File: src/rtl/div_bcd.sv
// Sequential BCD long divider: 8-digit dividend / 4-digit divisor, one subtract per cycle.
// Optional non-BCD input detection is compiled in with DIV_BCD_CHECK_EN.
module div_bcd #(
    parameter int unsigned DIGIT_W = 4
) (
    input  logic        clk,
    input  logic        rst_n,
    input  logic        start,
    input  logic [31:0] dividend,
    input  logic [15:0] divisor,
    output logic        ready,
    output logic        done,
    output logic        valid,
    output logic [31:0] quotient,
    output logic [15:0] remainder,
    output logic        dz,
    output logic        err
);

    localparam logic [2:0] StIdle  = 3'd0;
    localparam logic [2:0] StShift = 3'd1;
    localparam logic [2:0] StSub   = 3'd2;
    localparam logic [2:0] StConv  = 3'd3;
    localparam logic [2:0] StDone  = 3'd4;

    logic [2:0]  state_q, state_d;
    logic [2:0]  idx_q, idx_d;
    logic [31:0] a_buf_q, a_buf_d;
    logic [13:0] d_q, d_d;
    logic [16:0] r_q, r_d;
    logic [3:0]  cnt_q, cnt_d;
    logic [31:0] q_buf_q, q_buf_d;
    logic [1:0]  place_q, place_d;
    logic [11:0] rdig_q, rdig_d;
    logic [31:0] quotient_q, quotient_d;
    logic [15:0] remainder_q, remainder_d;
    logic        dz_q, dz_d;
    logic        valid_q, valid_d;
    logic        err_d;
    logic [3:0]  cur_digit;
    logic [13:0] place_val;
    logic [13:0] divisor_bin;
    logic        bad_digit;

    function automatic logic [13:0] bcd4_to_bin(input logic [15:0] b);
        return 14'(b[15:12]) * 14'd1000 + 14'(b[11:8]) * 14'd100
             + 14'(b[7:4]) * 14'd10 + 14'(b[3:0]);
    endfunction

`ifdef DIV_BCD_CHECK_EN
    function automatic logic has_non_bcd(input logic [47:0] v);
        logic bad;
        bad = 1'b0;
        for (int i = 0; i < 12; i++) begin
            if (v[i*4 +: 4] > 4'd9) bad = 1'b1;
        end
        return bad;
    endfunction

    logic err_q;
    assign bad_digit = has_non_bcd({dividend, divisor});
    assign err       = err_q;
`else
    assign bad_digit = 1'b0;
    assign err       = 1'b0;
`endif

    assign divisor_bin = bcd4_to_bin(divisor);
    assign cur_digit   = a_buf_q[idx_q*DIGIT_W +: DIGIT_W];

    always_comb begin
        place_val = 14'd10;
        case (place_q)
            2'd0:    place_val = 14'd1000;
            2'd1:    place_val = 14'd100;
            default: place_val = 14'd10;
        endcase
    end

    always_comb begin
        state_d     = state_q;
        idx_d       = idx_q;
        a_buf_d     = a_buf_q;
        d_d         = d_q;
        r_d         = r_q;
        cnt_d       = cnt_q;
        q_buf_d     = q_buf_q;
        place_d     = place_q;
        rdig_d      = rdig_q;
        quotient_d  = quotient_q;
        remainder_d = remainder_q;
        dz_d        = dz_q;
        valid_d     = valid_q;
        err_d       = 1'b0;
`ifdef DIV_BCD_CHECK_EN
        err_d       = err_q;
`endif

        case (state_q)
            StIdle: begin
                if (start) begin
                    a_buf_d = dividend;
                    d_d     = divisor_bin;
                    idx_d   = 3'd7;
                    cnt_d   = 4'd0;
                    q_buf_d = 32'd0;
                    valid_d = 1'b0;
                    // R starts at zero, so the first shift reduces to loading a7.
                    r_d     = {13'd0, dividend[31:28]};
                    if (bad_digit || divisor_bin == 14'd0) begin
                        quotient_d  = 32'd0;
                        remainder_d = 16'd0;
                        err_d       = bad_digit;
                        dz_d        = !bad_digit;
                        valid_d     = 1'b1;
                        state_d     = StDone;
                    end else begin
                        state_d = StSub;
                    end
                end
            end
            StShift: begin
                r_d     = r_q * 17'd10 + {13'd0, cur_digit};
                cnt_d   = 4'd0;
                state_d = StSub;
            end
            StSub: begin
                if (r_q >= {3'd0, d_q}) begin
                    r_d   = r_q - {3'd0, d_q};
                    cnt_d = cnt_q + 4'd1;
                end else begin
                    q_buf_d[idx_q*DIGIT_W +: DIGIT_W] = cnt_q;
                    if (idx_q == 3'd0) begin
                        place_d = 2'd0;
                        rdig_d  = 12'd0;
                        state_d = StConv;
                    end else begin
                        idx_d   = idx_q - 3'd1;
                        state_d = StShift;
                    end
                end
            end
            StConv: begin
                if (r_q >= {3'd0, place_val}) begin
                    r_d = r_q - {3'd0, place_val};
                    case (place_q)
                        2'd0:    rdig_d[11:8] = rdig_q[11:8] + 4'd1;
                        2'd1:    rdig_d[7:4]  = rdig_q[7:4] + 4'd1;
                        default: rdig_d[3:0]  = rdig_q[3:0] + 4'd1;
                    endcase
                end else if (place_q == 2'd2) begin
                    quotient_d  = q_buf_q;
                    remainder_d = {rdig_q, r_q[3:0]};
                    dz_d        = 1'b0;
                    err_d       = 1'b0;
                    valid_d     = 1'b1;
                    state_d     = StDone;
                end else begin
                    place_d = place_q + 2'd1;
                end
            end
            StDone: begin
                state_d = StIdle;
            end
            default: begin
                state_d = StIdle;
            end
        endcase
    end

    always_ff @(posedge clk or negedge rst_n) begin
        if (!rst_n) begin
            state_q     <= StIdle;
            idx_q       <= 3'd0;
            a_buf_q     <= 32'd0;
            d_q         <= 14'd0;
            r_q         <= 17'd0;
            cnt_q       <= 4'd0;
            q_buf_q     <= 32'd0;
            place_q     <= 2'd0;
            rdig_q      <= 12'd0;
            quotient_q  <= 32'd0;
            remainder_q <= 16'd0;
            dz_q        <= 1'b0;
            valid_q     <= 1'b0;
        end else begin
            state_q     <= state_d;
            idx_q       <= idx_d;
            a_buf_q     <= a_buf_d;
            d_q         <= d_d;
            r_q         <= r_d;
            cnt_q       <= cnt_d;
            q_buf_q     <= q_buf_d;
            place_q     <= place_d;
            rdig_q      <= rdig_d;
            quotient_q  <= quotient_d;
            remainder_q <= remainder_d;
            dz_q        <= dz_d;
            valid_q     <= valid_d;
        end
    end

`ifdef DIV_BCD_CHECK_EN
    always_ff @(posedge clk or negedge rst_n) begin
        if (!rst_n) begin
            err_q <= 1'b0;
        end else begin
            err_q <= err_d;
        end
    end
`else
    logic unused_err;
    assign unused_err = err_d;
`endif

    assign ready     = (state_q == StIdle);
    assign done      = (state_q == StDone);
    assign valid     = valid_q;
    assign quotient  = quotient_q;
    assign remainder = remainder_q;
    assign dz        = dz_q;

endmodule

File: config.mk
export PLATFORM = sky130hd
export DESIGN_NAME = div_bcd
export DESIGN_NICKNAME = d
export VERILOG_FILES = /design/src/rtl/div_bcd.sv
export SDC_FILE = /design/constraint.sdc
export NUM_CORES = 1
export LEC_CHECK = 0
export BUFFER_PORTS_ARGS = -buffer_cell sky130_fd_sc_hd__buf_2
export CORE_MARGIN = 5
export CORE_UTILIZATION = 66
export CTS_CLUSTER_DIAMETER = 120
export DETAILED_ROUTE_END_ITERATION = 12
export PLACE_DENSITY = 0.95
export SLEW_MARGIN = 20
export SYNTH_ARGS = -nofsm -noshare
export SYNTH_HDL_FRONTEND = slang
export SYNTH_SLANG_ARGS = --single-unit
File: constraint.sdc
create_clock -name clk -period 8.9 [get_ports clk]
set_clock_uncertainty 0.1 [all_clocks]
set_input_delay 2.67 -clock clk [delete_from_list [all_inputs] [get_ports clk]]
set_output_delay 2.67 -clock clk [all_outputs]
set_load 0.03 [all_outputs]
# --- After elaboration in Yosys (flattened, before gate mapping) ---
# Cells that the tools add are included.
word_totals:
  regBits: 169
  inputBits: 51
  out_inout_bits: 53
  word_cells: 133
classes:
  n_addsub: 13
  mul: 4
  magnitude_cmp: 2
  n_eq_ne: 19
  shifts: 3
  muxes: 55
  reduce_logical: 22
op_table:
  columns: ["op", "count"]
  rows:
  - ["2-to-1 mux 32 bit", 6]
  - ["case mux 32 bit (2 select lines)", 2]
  - ["case mux 17 bit (4 select lines)", 1]
  - ["2-to-1 mux 16 bit", 4]
  - ["2-to-1 mux 17 bit", 3]
  - ["2-to-1 mux 12 bit", 3]
  - [">= comparator 17 x 14 -> 1 bit", 2]
  - ["negation 5 -> 34 bit", 1]
  - ["variable shift 4 x 34 -> 32 bit, first input constant", 1]
  - ["indexed part select 4 x 34 -> 32 bit", 1]
  - ["subtractor 17 x 14 -> 17 bit", 2]
  - ["bitwise mux 32 bit", 1]
  - ["case mux 16 bit (2 select lines)", 1]
  - ["indexed part select 32 x 6 -> 4 bit", 1]
  - ["AND reduction 5 bit", 5]
  - ["2-to-1 mux 3 bit", 8]
  - ["!= test 2 bit, second input constant", 12]
  - ["case mux 12 bit (2 select lines)", 1]
  - ["2-to-1 mux 4 bit", 5]
  - ["case mux 10 bit (2 select lines)", 1]
  - ["adder 17 x 4 -> 17 bit", 1]
  - ["multiplier 17 x 3 -> 16 bit, second input constant", 1]
  - ["adder 4 x 1 -> 4 bit, second input constant", 4]
  - ["AND reduction 4 bit", 4]
  - ["30 further kinds", 47]

# --- Depth between registers and ports, before layout ---
# Gate-level depths: netlist of the first run.
logic_depth:
  ltp_word: 8
  depth_mapped: 19
  mapped_depth_nobuf: 18

# --- Worst setup path after synthesis of the first run ---
# No wires, ideal clock.
synth_path:
  path_kind: "in2reg"
  startpoint: "in divisor[13]"
  endpoint: "reg quotient_q[21] (netlist: quotient[21])"
  setup_ns: 0.130
  arrival_time_ns: 6.915
  required_ns: 8.670
  path_slack_ns: 1.754
  path_stages: 17
  path_buffers: 1
  path_cell_list: "fa_1 fa_1 ha_1 a21o_1 a21oi_1 xor2_1 ha_1 ha_1 ha_1 o21a_1 o21a_1 o22ai_1 xnor2_1 xor2_1 nor4_2 clkbuf_2 o21ai_0"
synth_between:
  elab_chain_len: 7
synth_lines:
  columns: ["item", "line_no", "text"]
  rows:
  - ["from (decl)", "10", "input logic [15:0] divisor,"]
  - ["multiplier 4 x 7 -> 11 bit", "46", "return 14'(b[15:12]) * 14'd1000 + 14'(b[11:8]) * 14'd100"]
  - ["adder 14 x 11 -> 14 bit", "46", null]
  - ["adder 14 x 8 -> 14 bit", "47", "+ 14'(b[7:4]) * 14'd10 + 14'(b[3:0]);"]
  - ["adder 14 x 4 -> 14 bit", "47", null]
  - ["logical NOT 14 bit", "110", "if (bad_digit || divisor_bin == 14'd0) begin"]
  - ["!= test 2 x 1 -> 1 bit (no source line)", null, null]
  - ["AND reduction 5 bit (no source line)", null, null]
  - ["to (signal assigned)", "196", "quotient_q <= quotient_d;"]
  - ["to (decl)", "35", "logic [31:0] quotient_q, quotient_d;"]
# No other way between the ends.
# A chain may end at the register's enable or synchronous reset.

# --- Worst setup path in the final report of the first run ---
layout_path:
  startpoint: "in divisor[13]"
  endpoint: "reg remainder_q[8] (netlist: remainder[8])"
layout_between:
  elab_chain_len: 7
layout_lines:
  columns: ["item", "line_no", "text"]
  rows:
  - ["multiplier 4 x 7 -> 11 bit", "46", null]
  - ["adder 14 x 11 -> 14 bit", "46", null]
  - ["adder 14 x 8 -> 14 bit", "47", null]
  - ["adder 14 x 4 -> 14 bit", "47", null]
  - ["logical NOT 14 bit", "110", null]
  - ["!= test 2 x 1 -> 1 bit (no source line)", null, null]
  - ["AND reduction 5 bit (no source line)", null, null]
  - ["to (signal assigned)", "197", "remainder_q <= remainder_d;"]
  - ["to (decl)", "36", "logic [15:0] remainder_q, remainder_d;"]
# No other way between the ends.

==> results.py, run 1 <==
metrics = {
    "status": {
        "outcome": "finished, final reports clean",
    },
    "worst_setup_path": {
        "rrSetupSlack_ps": 4360,
        "r2r_cells": 16,
        "cp-end-kind": "register",
        "crit_fanout": 50,
        "critical_path.reg2reg.startpoint": "place_q[1]",
        "worstSetupStartpointType": "input port",
        "crit_type": "in -> reg",
        "timing.critical_path.arrival_ps": 7560,
        "crit_required_ps": 9080,
        "r2r-end": "quotient[13]",
    },
    "sta": {
        "min_period_over_period_pct": 82.92,
        "timing.final.hold_violations": 0,
        "final_critical_path_setup_slack_ps": 1520,
        "setup_viol": 0,
        "final_period_minus_worst_setup_slack_ps": 7380,
        "grt_setup_unrepaired": "no",
        "maxSlewViolCount": 0,
        "setup_tns_ps": 0,
        "max-slew-margin-rel_pct": 27.14,
        "fmax_ghz": 0.1355,
        "tightestPinTransition_ps": 1093,
    },
    "die": {
        "die-height_um": 142.5,
        "row_count": 48,
        "initial_core_util_pct": 67.19,
        "floorplan.core_area_um2": 17240,
        "ioPinCount": 104,
        "die_w_um": 142.5,
        "floorplan.die_area_um2": 20300,
    },
    "routing": {
        "dr_wl_met3_um": 2726,
        "drc": 0,
        "top_signal_layer_used": "met4",
        "detailroute.wirelength.met2_um": 14860,
        "drtPass1Iterations": 7,
        "detail_route.wl_per_cell_um": 19.51,
        "totalWireLength_um": 30630,
        "initialDrtViolationCount": 1108,
        "post_drt_via_cell_ratio": 6.590,
        "route.layer.met1.wl_um": 11940,
        "detail-route-antenna-nets": 0,
        "num_vias": 10347,
    },
    "logic_synthesis": {
        "synth_top_area_share_pct": 36.52,
        "synth_async_sr_flop_share_pct": 100.0,
        "netlist_instances": 1264,
        "synthTopCellsByCount": "nand2_1 (216), dfrtp_1 (169), o21ai_0 (113), ha_1 (109), inv_1 (60)",
        "synth-main-ff-cell": "dfrtp_1",
        "synthesis.area_um2": 11580,
        "synth.lib_cells_used.distinct": 74,
        "synth_most_common_cell": "nand2_1",
        "synth.yosys.seq_area_share_pct": 36.52,
        "library_cell_occupying_the_most_area_in_the_post_synthesis_netlist": "dfrtp_1",
        "average_footprint_of_a_synthesized_cell_um2": 9.162,
        "synth-edff-count": 0,
        "synth-seq-cells": 169,
        "ys_top_cells_by_area": "dfrtp_1 (37%), ha_1 (12%), nand2_1 (7.0%)",
        "synthesis.yosys.warnings": 0,
        "mappedNetlistNets": 1445,
    },
    "placement": {
        "gpl.final_weighted_congestion": 0.9354,
        "detailed_place_hpwl_um": 20930,
        "numPortBuffers": 102,
        "dpl_worst_slack_ps": 1096,
    },
    "power": {
        "power.leakage_nw": 5.933,
        "vdd.ir_drop.worst_uv": 171.0,
        "power_density_nw_per_um2": 151.6,
    },
    "min_path": {
        "hp-start": "a_buf_q[27]",
        "hold_path_end": "a_buf_q[27]",
        "worst_hold_path_type": "reg -> reg",
        "worst_hold_path.num_cells": 2,
    },
    "finish": {
        "final_antenna_diode_count": 0,
        "layout-area-overhead-vs-synth_pct": 11.02,
        "design.final.nets": 1513,
        "post_route_cells_drive_above_1_share_pct": 13.09,
        "fillCellCount": 1090,
    },
    "cts": {
        "ctsResizeCount": 0,
        "clock_sinks": 169,
        "holdBufCountCts": 0,
        "cts_setup_buffers": 0,
        "tritoncts_clock_tree": "done",
        "insertion_delay_to_the_later_sink_of_the_worst_skew_pair_ps": 440,
        "cts_htree_levels": 4,
        "cts.path.max_buffers": 2,
        "numCtsBuffers": 17,
        "clk_pin_slew_ps": 70,
        "cts_root_buffer": "clkbuf_16",
    },
    "grt": {
        "gr-usage-all-layers_pct": 30.88,
        "grt.overflow.total": 0,
        "initial_antenna_violation_count": 0,
        "first_global_vias": 10410,
        "grt_max_degree": 98,
        "grt_first_pass_wirelength_um": 50670,
    },
    "job": {
        "drv_cap": 0,
    },
}
## power breakdown
part           internal, mW  leakage [nW]  total, mW  switching, mW
clock                 0.403         0.290      0.762          0.359
combinational         0.182          3.67      0.419          0.237
sequential            0.767          1.97      0.767              0
## registers in the layout, indices dropped and copies added, names as in the netlist
signal and count:
rdig_q 12, r_q 17, d_q 14, state_q 3, cnt_q 4, q_buf_q 32, a_buf_q 32, remainder 16
valid 1, place_q 2, dz 1, idx_q 3, quotient 32
## placed cells by master, fill, tap and decap left out, types with 9 or more instances in the layout
master / Yosys / routed
a211oi_1: 10 / 10
a21o_1: 14 / 14
a21oi_1: 47 / 47
a22o_1: 9 / 9
a22oi_1: 51 / 51
a32o_1: 23 / 23
buf_2: 4 / 101
clkbuf_16: 0 / 17
dfrtp_1: 169 / 169
fa_1: 21 / 21
ha_1: 109 / 109
inv_1: 60 / 60
nand2_1: 216 / 216
nand2b_1: 9 / 9
nand3_1: 18 / 17
nor2_1: 55 / 53
nor2b_1: 9 / 9
nor3_1: 27 / 27
o21a_1: 14 / 14
o21ai_0: 113 / 113
o21ai_1: 13 / 12
o22ai_1: 11 / 11
or3_1: 9 / 9
xnor2_1: 35 / 35
xor2_1: 23 / 23
## worst max-delay path, cell delays in order
cell	delay, ps
buf_2	140
fa_1	660
fa_1	460
ha_1	360
a21o_1	190
a21oi_1	200
xor2_1	170
ha_1	250
ha_1	290
ha_1	350
o21a_1	190
o21a_1	170
o22ai_1	190
xnor2_1	160
xor2_1	170
nor4_4	230
buf_4	460
o21ai_0	220
## metal layers
metal,track usage [%],up-vias
met4,14.01,0
li1,-,4709
met2,51.01,557
met3,5.276,109
met1,39.99,4972
met5,0,-
## metrics by stage
step	instance area, um^2	total power [mW]	hold slack [ps]	util, %	instances
after global placement	12220	1.169	352.4	70.92	1537
final	12860	1.949	374.3	74.59	1570
after global routing	12860	2.034	403.6	74.59	1570
after detailed placement	12220	1.195	360.5	70.92	1537
after floorplan	11580	1.090	340.3	-	1264
after CTS	12830	1.949	377.7	74.43	1569
## worst max-delay path by stage
stage / to / slack (ps) / start / cells past startpoint
floorplan: quotient[21] / 1750 / divisor[13] / 17
global placement: quotient[16] / 1280 / divisor[13] / 18
detailed placement: quotient[11] / 1100 / divisor[13] / 18
CTS: remainder[8] / 1490 / divisor[13] / 18
global route: remainder[8] / 1210 / divisor[13] / 18
finish: remainder[8] / 1520 / divisor[13] / 18
## kinds of logic (layout without fill, tap and decap cells)
family | count (synthesis) | after routing | share of synthesized area, %
muxes | 16 | 16 | 2.280
xor gates and xnor gates | 58 | 58 | 4.386
AOI/OAI and AO/OA | 371 | 371 | 21.61
and+or+nand+nor | 396 | 396 | 15.67
buffers and inverters | 123 | 204 | 4.106
other | 1 | 1 | 0.03238
adders and majority gates | 130 | 130 | 15.41
DFF | 169 | 169 | 36.52
## final cells by class
class,instances,area [um^2],area share (%)
timing repair buffer,110,596.8,4.642
tap,225,281.5,2.190
multi-input combinational,972,6912,53.76
inverter,62,232.7,1.810
sequential,169,4229,32.89
clock buffer,17,425.4,3.309
clock inverter,15,180.2,1.401
Note: power is estimated with default switching activity, not from simulation.
==> run 2: changes to the inputs <==
Settings changed: ABC_AREA set to 1, CORE_UTILIZATION 66 to 55, PLACE_DENSITY 0.95 to 0.86.
Clock period 8.9 ns to 6.2 ns, I/O delays scaled along.
==> results.py, run 2 <==
metrics = {
    "finish": {
        "final_antenna_diode_count": 0,
        "commonest_cells_after_routing_fill_and_taps_aside": "nand2_1 (582), inv_1 (189), dfrtp_1 (169)",
        "non_filler_cells_final": 2121,
        "layout-area-overhead-vs-synth_pct": 13.03,
        "layout.core_utilization_pct": 63.52,
        "design.final.nets": 2009,
        "layout.cells.most_common": "nand2_1",
        "fillCellCount": 1797,
        "post_route_cells_drive_above_1_share_pct": 11.14,
    },
    "sta": {
        "maxSlewViolCount": 0,
        "timing.final.hold_violations": 0,
        "final_period_minus_worst_setup_slack_ps": 5953,
        "tightestPinTransition_ps": 909.7,
        "final_critical_path_setup_slack_ps": 246.8,
        "setup_viol": 0,
        "max-slew-margin-rel_pct": 39.29,
        "min_period_over_period_pct": 96.02,
        "fmax_ghz": 0.1680,
    },
    "logic_synthesis": {
        "synthesis.area_um2": 12340,
        "synth.area.mux_share_pct": 0,
        "synth.lib_cells_used.distinct": 45,
        "average_footprint_of_a_synthesized_cell_um2": 7.175,
        "library_cell_occupying_the_most_area_in_the_post_synthesis_netlist": "dfrtp_1",
        "synth_simple_gate_area_share_pct": 31.30,
        "synthTopCellsByCount": "nand2_1 (583), inv_1 (190), dfrtp_1 (169), o21ai_0 (126), nand3_1 (125)",
        "synth_area_in_adders_pct": 14.46,
        "dominant_combinational_cell_family_by_area_after_synthesis": "simple AND/OR/NAND/NOR gates",
        "mappedNetlistNets": 1901,
        "synth_async_sr_flop_share_pct": 100.0,
        "synth.yosys.seq_area_share_pct": 34.27,
        "netlist_instances": 1720,
        "synth-seq-cells": 169,
        "synth_top_area_share_pct": 34.27,
        "synthesis.yosys.warnings": 0,
        "synth_compound_area_share_pct": 10.46,
        "synth_most_common_cell": "nand2_1",
        "synth-xor-area-share_pct": 1.774,
        "synth-edff-count": 0,
        "ys_top_cells_by_area": "dfrtp_1 (34%), nand2_1 (18%), ha_1 (11%)",
        "synth-main-ff-cell": "dfrtp_1",
    },
    "die": {
        "floorplan.die_area_um2": 25530,
        "floorplan.core_area_um2": 21960,
        "ioPinCount": 104,
        "die_w_um": 159.8,
        "row_count": 54,
        "die-height_um": 159.8,
        "initial_core_util_pct": 56.20,
    },
    "routing": {
        "initialDrtViolationCount": 1163,
        "detail_route.wl_per_cell_um": 15.61,
        "num_vias": 11955,
        "drtPass1Iterations": 6,
        "drc": 0,
        "detail-route-antenna-nets": 0,
        "post_drt_via_cell_ratio": 5.636,
        "totalWireLength_um": 33120,
    },
    "cts": {
        "clock_sinks": 169,
        "ctsResizeCount": 0,
        "clk_pin_slew_ps": 70,
        "tritoncts_clock_tree": "done",
        "cts_setup_buffers": 0,
        "insertion_delay_to_the_later_sink_of_the_worst_skew_pair_ps": 440,
        "cts_root_buffer": "clkbuf_16",
        "numCtsBuffers": 17,
        "cts_htree_levels": 4,
        "cts.path.max_buffers": 2,
        "holdBufCountCts": 0,
    },
    "worst_setup_path": {
        "critical_path.reg2reg.startpoint": "idx_q[0]",
        "r2r_cells": 21,
        "worstSetupStartpointType": "input port",
        "critical_path.startpoint": "divisor[13]",
        "timing.critical_path.arrival_ps": 6190,
        "rrSetupSlack_ps": 2030,
        "crit_type": "in -> reg",
        "crit_required_ps": 6440,
        "worst_setup_path_endpoint": "quotient[18]",
        "r2r-end": "r_q[15]",
        "cp-end-kind": "register",
        "crit_fanout": 49,
    },
    "grt": {
        "initial_antenna_violation_count": 0,
        "grt_max_degree": 91,
        "grt_first_pass_wirelength_um": 55570,
        "grt.overflow.total": 0,
        "gr-usage-all-layers_pct": 25.89,
        "first_global_vias": 11523,
    },
    "placement": {
        "dpl_worst_slack_ps": -367.2,
        "detailed_place_hpwl_um": 24350,
        "gpl.final_weighted_congestion": 0.9374,
        "place_inst": 2089,
        "numPortBuffers": 102,
    },
    "power": {
        "power_density_nw_per_um2": 520.0,
        "vdd.ir_drop.worst_uv": 298.9,
        "power.leakage_nw": 7.625,
    },
    "min_path": {
        "worst_hold_path_type": "reg -> reg",
    },
    "status": {
        "outcome": "finished, final reports clean",
    },
    "job": {
        "drv_cap": 0,
    },
}
==> run 2: stage by stage <==
step                      total power, mW  TNS [ps]  area, um^2  hold slack, ps
final                               7.253         0       13950           368.1
after global routing                7.911    -16.89       13950           387.2
after CTS                           7.134         0       13910           370.1
after detailed placement            5.970    -16630       13290           353.3
after global placement              5.830     -8114       13290           351.1
after floorplan                     4.760         0       12340           336.6
==> run 2: cell families (layout without fill, tap and decap cells) <==
group,Yosys count,after routing
compound gates,235,235
xor+xnor,25,25
fa+ha+maj,130,130
buf+inv,242,363
flops,169,169
other cells,1,1
simple gates,918,918
==> run 2: routing by layer <==
layer | track usage, % | wire length (um)
met1 | 35.50 | 14180
met2 | 41.76 | 15380
met3 | 5.026 | 2670
met4 | 8.135 | 892
met5 | 0 | 0
==> run 2: layout make-up <==
cell class / instances / area (um^2) / area share [%]
Clock buffer: 18 / 439.2 / 3.149
Clock inverter: 14 / 177.7 / 1.274
Inverter: 192 / 720.7 / 5.167
Multi-Input combinational cell: 1309 / 7212 / 51.70
Sequential cell: 169 / 4229 / 30.32
Tap cell: 280 / 350.3 / 2.512
Timing Repair Buffer: 139 / 819.5 / 5.875
==> run 2: worst min-delay path by stage <==
stage / from / end / slack [ps] / cells after the start
6_report: quotient[17] / quotient[17] / 370 / 2
3_5_place_dp: a_buf_q[26] / a_buf_q[26] / 350 / 2
2_1_floorplan: a_buf_q[0] / a_buf_q[0] / 340 / 2
5_1_grt: remainder[11] / remainder[11] / 390 / 2
4_1_cts: a_buf_q[26] / a_buf_q[26] / 370 / 2
3_3_place_gp: a_buf_q[3] / a_buf_q[3] / 350 / 2
==> run 2: power by group <==
| part | switching [mW] | internal (mW) |
|---|---|---|
| Sequential | 0.231 | 1.35 |
| Clock | 0.495 | 0.621 |
| Combinational | 3.01 | 1.54 |
| Total | 3.74 | 3.51 |
==> run 2: worst max-delay path, stage by stage <==
cell and delay (ps):
buf_2 120, fa_2 610, inv_1 70, fa_1 450, ha_1 330, a21oi_1 160
nand2_1 90, xor2_1 150, ha_1 290, ha_1 300, ha_1 320, buf_4 150
a31oi_1 200, nand3_1 110, nand2_1 80, nand2_1 70, nor2_2 160, nand3_4 130
nand2_4 110, nand2_2 70, buf_12 180, nand2_1 100, nand2_1 60
==> run 3: changes to the inputs <==
Settings changed: ABC_AREA 1 to 0, CAP_MARGIN set to 40, PLACE_DENSITY 0.86 to 0.87.
==> results.py, run 3 (synthesis gave the netlist of run 1 again) <==
metrics = {
    "die": {
        "die-height_um": 155.1,
        "initial_core_util_pct": 55.44,
        "row_count": 53,
        "floorplan.die_area_um2": 24060,
        "floorplan.core_area_um2": 20890,
        "die_w_um": 155.1,
        "ioPinCount": 104,
    },
    "routing": {
        "detail_route.wl_per_cell_um": 19.43,
        "initialDrtViolationCount": 1355,
        "detail-route-antenna-nets": 0,
        "drtPass1Iterations": 6,
        "post_drt_via_cell_ratio": 6.316,
        "num_vias": 10522,
        "drc": 0,
        "totalWireLength_um": 32370,
    },
    "worst_setup_path": {
        "crit_fanout": 6,
        "critical_path.startpoint": "divisor[14]",
        "crit_path_cell_trace": "buf_2 -> fa_2 -> fa_1 -> ha_4 -> buf_4 -> a21oi_4 -> xnor2_2 -> ha_1 -> ha_4 -> ha_4 -> o21a_1 -> o31a_1 -> o21a_1 -> nor3_2 -> o211ai_1 -> nor4_4 -> buf_4 -> clkbuf_16 -> o21ai_0",
        "cp-end-kind": "register",
        "crit_path_top_delay_cell": "fa_2",
        "timing.critical_path.arrival_ps": 6420,
        "cp_common_cell": "ha_4",
        "crit_type": "in -> reg",
        "critical_path.reg2reg.startpoint": "place_q[1]",
        "critical-path-max-stage-delay_ps": 610,
        "worstSetupStartpointType": "input port",
        "crit_required_ps": 6410,
    },
    "grt": {
        "gr-usage-all-layers_pct": 25.15,
        "grt_max_degree": 74,
        "grt_first_pass_wirelength_um": 50110,
        "grt.overflow.total": 0,
        "first_global_vias": 10275,
        "initial_antenna_violation_count": 0,
    },
    "placement": {
        "numPortBuffers": 102,
        "detailed_place_hpwl_um": 21440,
        "gpl.final_weighted_congestion": 0.9702,
        "place_area_um2": 12620,
        "dpl_worst_slack_ps": -347.6,
    },
    "finish": {
        "layout.core_utilization_pct": 64.92,
        "final_cell_area_um2": 13560,
        "fillCellCount": 1517,
        "layout-area-overhead-vs-synth_pct": 17.10,
        "post_route_cells_drive_above_1_share_pct": 17.63,
        "commonest_cells_after_routing_fill_and_taps_aside": "nand2_1 (216), dfrtp_1 (169), o21ai_0 (105)",
        "design.final.nets": 1558,
        "layout.cells.most_common": "nand2_1",
    },
    "status": {
        "outcome": "finished, violations left",
        "violations": "negative setup slack",
    },
    "cts": {
        "clk_pin_slew_ps": 70,
        "cts_htree_levels": 4,
        "insertion_delay_to_the_later_sink_of_the_worst_skew_pair_ps": 430,
        "cts.path.max_buffers": 2,
        "clock_sinks": 169,
        "tritoncts_clock_tree": "done",
        "cts_root_buffer": "clkbuf_16",
        "numCtsBuffers": 17,
    },
    "sta": {
        "maxSlewViolCount": 0,
        "final_period_minus_worst_setup_slack_ps": 6207,
        "max-slew-margin-rel_pct": 43.34,
        "min_period_over_period_pct": 100.1,
        "tightestPinTransition_ps": 841.1,
        "grt_setup_unrepaired": "yes",
        "fmax_ghz": 0.1611,
        "final_critical_path_setup_slack_ps": -6.971,
        "timing.final.hold_violations": 0,
        "setup_viol": 1,
    },
    "power": {
        "power.leakage_nw": 6.191,
        "vdd.ir_drop.worst_uv": 254.8,
        "power_density_nw_per_um2": 232.1,
    },
    "min_path": {
        "hp-start": "a_buf_q[26]",
        "worst_hold_path_type": "reg -> reg",
    },
    "job": {
        "drv_cap": 0,
    },
}
==> run 3: cell types whose count changed in the layout (fill, tap and decap cells not counted), moves of 23 or more <==
cell	previous run	this run
a32o_1	0	23
nand3b_1	36	3
xnor2_1	7	32
a22oi_1	2	51
nand3_1	124	17
nand2_1	582	216
inv_1	189	60
nor2_1	116	53
==> run 3: layout make-up <==
| type | instances | area, um^2 | area share [%] |
|---|---|---|---|
| antenna | 1 | 2.502 | 0.01845 |
| inverter | 62 | 232.7 | 1.716 |
| clock buffer | 22 | 474.2 | 3.497 |
| clock inverter | 10 | 83.83 | 0.6181 |
| multi-input combinational | 972 | 7164 | 52.83 |
| tap | 275 | 344.1 | 2.537 |
| timing repair buffer | 155 | 1031 | 7.602 |
| sequential | 169 | 4229 | 31.18 |
==> run 3: worst max-delay path: cells and delay by family <==
kind                     cells  cell delay [ps]
AO/OA/AOI/OAI                6              980
XOR/XNOR                     1              130
adder cells (fa/ha/maj)      6             2080
buffers and inverters        4              680
AND/OR/NAND/NOR              2              680
==> run 3: path summary, 6_finish.rpt <==
check | to | depth (start not counted) | slack [ps]
max in group asynchronous | q_buf_q[28] | 2 | 3580
worst max register to register | quotient[3] | 15 | 1800
worst min-delay path | a_buf_q[26] | 2 | 370
worst min register to register | a_buf_q[26] | 2 | 370
min in group asynchronous | rdig_q[2] | 1 | 1340
worst max-delay path | remainder[15] | 19 | -7
==> run 3: through the flow <==
step | cells | TNS [ps] | power (mW) | hold slack [ps]
after floorplan | 1264 | 0 | 1.585 | 340.3
after global placement | 1622 | -11430 | 1.900 | 352.1
after detailed placement | 1623 | -16270 | 1.930 | 361.2
after CTS | 1655 | 0 | 2.934 | 375.4
after global routing | 1665 | -4202 | 3.295 | 398.2
final | 1666 | -6.971 | 3.148 | 370.6
==> run 3: power by group <==
group	switching, mW	internal (mW)
registers	0	1.10
logic	0.487	0.542
clock network	0.464	0.553
==> run 3: per-layer routing <==
metal | GRT usage, % | wire [um] | up-vias
met3 | 4.896 | 2791 | 131
li1 | - | - | 4790
met4 | 10.01 | 1455 | 0
met1 | 32.48 | 12640 | 5021
met5 | 0 | 0 | -
met2 | 41.81 | 15480 | 580
==> run 3: repair_timing <==
action / 4_1_cts / 5_1_grt
endpoints found under the setup margin: 0 / 52
setup buffers: 0 / 4
gates resized for setup: 0 / 42
hold buffers: 0 / 0
endpoints found under the hold margin: 0 / 0
